### src/rtl/d8m_vga_pkg.sv
// rtl/d8m_vga_pkg.sv - 640x480@60 raster constants and window helpers shared by the camera stages
package d8m_vga_pkg;
    localparam int CW      = 13;
    localparam int CNT_MAX = 8191;

    localparam int DEF_H_SYNC    = 96;
    localparam int DEF_H_BP      = 48;
    localparam int DEF_H_ACT     = 640;
    localparam int DEF_H_FP      = 16;
    localparam int DEF_V_SYNC    = 2;
    localparam int DEF_V_BP      = 33;
    localparam int DEF_V_ACT     = 480;
    localparam int DEF_V_FP      = 10;
    localparam int DEF_READ_LEAD = 2;

    function automatic int total_of(input int sync, input int bp, input int act, input int fp);
        return sync + bp + act + fp;
    endfunction

    function automatic int start_of(input int sync, input int bp);
        return sync + bp;
    endfunction

    function automatic int end_of(input int sync, input int bp, input int act);
        return sync + bp + act;
    endfunction
endpackage

### src/rtl/vga_axis_timing.sv
// rtl/vga_axis_timing.sv - one raster axis: wrapping counter, sync and window decodes
module vga_axis_timing
    import d8m_vga_pkg::*;
#(
    parameter int SYNC = DEF_H_SYNC,
    parameter int BP   = DEF_H_BP,
    parameter int ACT  = DEF_H_ACT,
    parameter int FP   = DEF_H_FP,
    parameter int LEAD = 0
) (
    input  logic          i_clk,
    input  logic          i_rst,
    input  logic          i_step,
    output logic [CW-1:0] o_cnt,
    output logic          o_wrap,
    output logic          o_sync_n,
    output logic          o_act_next,
    output logic          o_lead_next
);
    localparam int TOTAL = total_of(SYNC, BP, ACT, FP);
    localparam int START = start_of(SYNC, BP);
    localparam int STOP  = end_of(SYNC, BP, ACT);

    localparam logic [CW-1:0] L_LAST   = CW'(TOTAL - 1);
    localparam logic [CW-1:0] L_SYNC   = CW'(SYNC);
    localparam logic [CW-1:0] L_START  = CW'(START);
    localparam logic [CW-1:0] L_END    = CW'(STOP);
    localparam logic [CW-1:0] L_LSTART = CW'(START - LEAD);
    localparam logic [CW-1:0] L_LEND   = CW'(STOP - LEAD);

    if (TOTAL > CNT_MAX) begin : g_bad_total
        $error("axis total exceeds counter range");
    end

    logic [CW-1:0] r_cnt;
    logic [CW-1:0] w_next;
    logic          r_sync_n;

    always_comb begin
        w_next = r_cnt;
        if (i_step) begin
            w_next = (r_cnt == L_LAST) ? '0 : r_cnt + 1'b1;
        end
    end

    // Decodes look at the next count so registered outputs move with the counter
    assign o_wrap      = i_step && (r_cnt == L_LAST);
    assign o_act_next  = (w_next >= L_START) && (w_next < L_END);
    assign o_lead_next = (w_next >= L_LSTART) && (w_next < L_LEND);

    always_ff @(posedge i_clk) begin
        if (i_rst) begin
            r_cnt    <= '0;
            r_sync_n <= 1'b0;
        end else begin
            r_cnt    <= w_next;
            r_sync_n <= (w_next >= L_SYNC);
        end
    end

    assign o_cnt    = r_cnt;
    assign o_sync_n = r_sync_n;
endmodule

### src/rtl/d8m_vga_timing.sv
// rtl/d8m_vga_timing.sv - raster timing with line-buffer read strobe leading active video
module d8m_vga_timing
    import d8m_vga_pkg::*;
#(
    parameter int H_SYNC    = DEF_H_SYNC,
    parameter int H_BP      = DEF_H_BP,
    parameter int H_ACT     = DEF_H_ACT,
    parameter int H_FP      = DEF_H_FP,
    parameter int V_SYNC    = DEF_V_SYNC,
    parameter int V_BP      = DEF_V_BP,
    parameter int V_ACT     = DEF_V_ACT,
    parameter int V_FP      = DEF_V_FP,
    parameter int READ_LEAD = DEF_READ_LEAD
) (
    input  logic          VGA_CLK,
    input  logic          RESET,
    output logic [CW-1:0] H_Cont,
    output logic [CW-1:0] V_Cont,
    output logic          VGA_HS,
    output logic          VGA_VS,
    output logic          VGA_BLANK_N,
    output logic          READ_Request,
    output logic          oFRAME_START
);
    if (READ_LEAD < 0 || READ_LEAD > H_BP) begin : g_bad_lead
        $error("READ_LEAD must lie in 0..H_BP");
    end

    logic w_h_wrap;
    logic w_v_wrap;
    logic w_h_act;
    logic w_v_act;
    logic w_h_lead;
    logic w_v_lead;
    logic r_blank_n;
    logic r_read;
    logic r_frame;

    vga_axis_timing #(
        .SYNC(H_SYNC), .BP(H_BP), .ACT(H_ACT), .FP(H_FP), .LEAD(READ_LEAD)
    ) u_h (
        .i_clk      (VGA_CLK),
        .i_rst      (RESET),
        .i_step     (1'b1),
        .o_cnt      (H_Cont),
        .o_wrap     (w_h_wrap),
        .o_sync_n   (VGA_HS),
        .o_act_next (w_h_act),
        .o_lead_next(w_h_lead)
    );

    // Vertical read window is not shifted, so its lead decode equals its active decode
    vga_axis_timing #(
        .SYNC(V_SYNC), .BP(V_BP), .ACT(V_ACT), .FP(V_FP), .LEAD(0)
    ) u_v (
        .i_clk      (VGA_CLK),
        .i_rst      (RESET),
        .i_step     (w_h_wrap),
        .o_cnt      (V_Cont),
        .o_wrap     (w_v_wrap),
        .o_sync_n   (VGA_VS),
        .o_act_next (w_v_act),
        .o_lead_next(w_v_lead)
    );

    always_ff @(posedge VGA_CLK) begin
        if (RESET) begin
            r_blank_n <= 1'b0;
            r_read    <= 1'b0;
            r_frame   <= 1'b0;
        end else begin
            r_blank_n <= w_h_act && w_v_act;
            r_read    <= w_h_lead && w_v_lead;
            r_frame   <= w_h_wrap && w_v_wrap;
        end
    end

    assign VGA_BLANK_N  = r_blank_n;
    assign READ_Request = r_read;
    assign oFRAME_START = r_frame;
endmodule

### config.mk
export PLATFORM = sky130hd
export DESIGN_NAME = d8m_vga_timing
export DESIGN_NICKNAME = d
export VERILOG_FILES = /design/src/rtl/d8m_vga_pkg.sv /design/src/rtl/vga_axis_timing.sv /design/src/rtl/d8m_vga_timing.sv
export SDC_FILE = /design/constraint.sdc
export NUM_CORES = 1
export LEC_CHECK = 0
export BUFFER_PORTS_ARGS = -buffer_cell sky130_fd_sc_hd__buf_2
export CORE_AREA = 2 2 62 64
export DETAILED_ROUTE_END_ITERATION = 6
export DIE_AREA = 0 0 64 66
export PLACE_DENSITY = 0.77
export SYNTH_ARGS = -nofsm -noshare
export SYNTH_HDL_FRONTEND = slang
export SYNTH_SLANG_ARGS = --single-unit
### constraint.sdc
create_clock -name VGA_CLK -period 6 [get_ports VGA_CLK]
set_clock_uncertainty 0.2 [all_clocks]
set_input_delay 0.3 -clock VGA_CLK [delete_from_list [all_inputs] [get_ports VGA_CLK]]
set_output_delay 0.3 -clock VGA_CLK [all_outputs]
set_load 0.01 [all_outputs]
==> flow_metrics.py <==
metrics = {
    "detailed_routing": {
        "ant_nets": 0,
        "drt_iter0_drc": 190,
        "num_vias": 1863,
        "avgRoutedWirePerCell_microns": 14.69,
        "wl_mm": 4.569,
        "first_pass_iters": 4,
        "route.detailed.drc": 0,
        "vias_per_cell": 5.990,
    },
    "critical_path": {
        "required_ps": 6080,
        "cp_max_fo": 16,
        "endpoint_kind": "register",
        "crit_arrival_ps": 3330,
        "cp-start-kind": "register",
        "path_class": "register to register",
    },
    "clock_network": {
        "h-tree-depth": 2,
        "clk_latency_ps": 340,
        "cts.sink_count": 31,
        "cts_resized": 0,
        "hold_buffers": 0,
        "cts-root-buf": "clkbuf_4",
        "cts_buffers": 5,
        "clockBufferDepth": 2,
        "path_clk_slew_ps": 110,
        "cts_tree": "yes",
        "cts_setup_buffers": 0,
    },
    "power_and_ir_drop": {
        "irDropWorstVdd_v": 0.0001388,
        "fin_total_pwr_mw": 0.3596,
        "power_density_nw_per_um2": 171.1,
        "power_leakage_nw": 0.8212,
    },
    "cells_and_area": {
        "final_nets": 268,
        "fin_cells": 311,
        "diodes": 0,
        "final_common_cell": "buf_2",
        "seqCellArea_sq_um": 620.6,
        "multiInputGateArea_sq_um": 1175,
        "final_area_sq_um": 2102,
        "layout-drive-gt1-share_pct": 17.11,
        "layout_common_cells": "buf_2 (32), dfxtp_1 (31), nor2_1 (29)",
        "syn2layout_area_growth_pct": 10.31,
        "fillers": 320,
        "fin_util_pct": 59.20,
    },
    "yosys": {
        "synthesis.area_sq_um": 1906,
        "synth.largest_area_cell": "dfxtp_1",
        "syn_nets": 247,
        "yosysWarnings": 0,
        "ys_async_sr_fraction_pct": 0,
        "synth_seq_cells": 31,
        "synthFlopType": "dfxtp_1",
        "synthCells": 242,
        "ys_types": 55,
        "synth-edff-count": 0,
        "synth_area_leaders": "dfxtp_1 (33%), nor2_1 (5.7%), xnor2_1 (4.6%), nand3_1 (3.9%), a21oi_1 (3.7%)",
        "post_synth.cell_area_avg_sq_um": 7.874,
        "synth_top_area_share_pct": 32.57,
        "synth_seq_area_share_pct": 32.57,
    },
    "sta": {
        "finalCriticalPeriod_ps": 3252,
        "max_slew_margin_pct": 57.10,
        "slew_violations": 0,
        "finalHoldViolations": 0,
        "setup_ws_ps": 2748,
        "fmax_ghz": 0.3075,
        "worst_pin_slew_ps": 641.4,
        "rsz0062_at_grt": "no",
        "setup_viol": 0,
        "whs_ps": 218.5,
        "finalSetupTns_ps": 0,
        "post-route-period-util_pct": 54.19,
    },
    "die": {
        "io_pins": 33,
        "core_area_sq_um": 3551,
        "start_util_pct": 53.66,
        "die_w_microns": 64,
        "die_area_sq_um": 4224,
        "num_rows": 22,
        "die_h_microns": 66,
    },
    "run": {
        "maxCapViolations": 0,
    },
    "global_route": {
        "grt_max_degree": 29,
        "overflow": 0,
        "grt_first_pass_wirelength_mm": 7.686,
        "grt_use_total_pct": 23.41,
        "grt_pass1_vias": 1620,
        "antenna_found_initial": 0,
    },
    "placement": {
        "gp_routability_congestion": 0.8566,
        "io_buffers": 32,
        "dp_hpwl_mm": 3.123,
        "dp_cells": 304,
        "place_area_sq_um": 2046,
        "place_ws_ps": 2849,
    },
    "status": {
        "status": "finished clean",
    },
    "min_path": {
        "min_path_type": "primary input to register",
    },
}
cells by family after synthesis:
kind of cell,synth area share [%]
simple gates,31.91
compound gates,19.30
flops,32.57
buf+inv,5.778
xor+xnor,7.354
fa+ha+maj,1.970
mux,1.116
area by class of cell:
type | count | area share, %
flip-flops and latches | 31 | 29.52
repair buffers | 32 | 7.619
inverters | 8 | 1.429
well taps | 48 | 2.857
clock buffers | 6 | 2.440
clock inverters | 1 | 0.2381
multi-input cells | 185 | 55.89
synthesized netlist by cell type (4+ instances only):
master / count
nor2_1: 29
clkbuf_1: 12
a21oi_1: 14
nand4_1: 6
inv_1: 8
nand3_1: 15
xnor2_1: 10
xor2_1: 6
nor3_1: 13
o21ai_0: 9
dfxtp_1: 31
buf_2: 4
nor4_1: 4
nand2_1: 11
and3_1: 7
final timing paths:
kind,from,slack [ps],depth (start not counted),end
worst min register to register,u_v.o_cnt[7],360,2,u_v.o_cnt[7]
worst min-delay path,RESET,220,2,u_h.o_sync_n
worst max-delay path,u_h.o_cnt[0],2750,8,VGA_BLANK_N
worst max register to register,u_h.o_cnt[0],2750,8,VGA_BLANK_N
sequential cells by signal, summed over array words and instances (netlist names):
register      flops
VGA_BLANK_N       1
u_h.o_sync_n      1
READ_Request      1
u_v.o_sync_n      1
u_h.o_cnt        13
u_v.o_cnt        13
oFRAME_START      1
worst max-delay path, cell delays in order (launching register included):
cell and delay, ps:
dfxtp_1 450, ha_1 340, nand4_1 470, nor3_4 710, a311oi_1 230, o211a_1 260, o21ba_1 190, o21ai_2 140
o2111a_1 190
routing by layer:
metal | GRT usage (%) | vias to the layer above | wire length (microns)
met5 | 0 | - | 0
met4 | 7.880 | 0 | 50
met3 | 6.133 | 4 | 318
met2 | 34.11 | 72 | 1969
met1 | 33.26 | 857 | 2231
li1 | - | 930 | -
where the power goes:
group          leakage, nW  total [mW]  switching [mW]  internal [mW]
clock               0.0341       0.127          0.0724         0.0542
combinational        0.537      0.0195          0.0112        0.00824
sequential           0.251       0.214         0.00490          0.209
No activity file was read; power rests on OpenSTA's default activity.
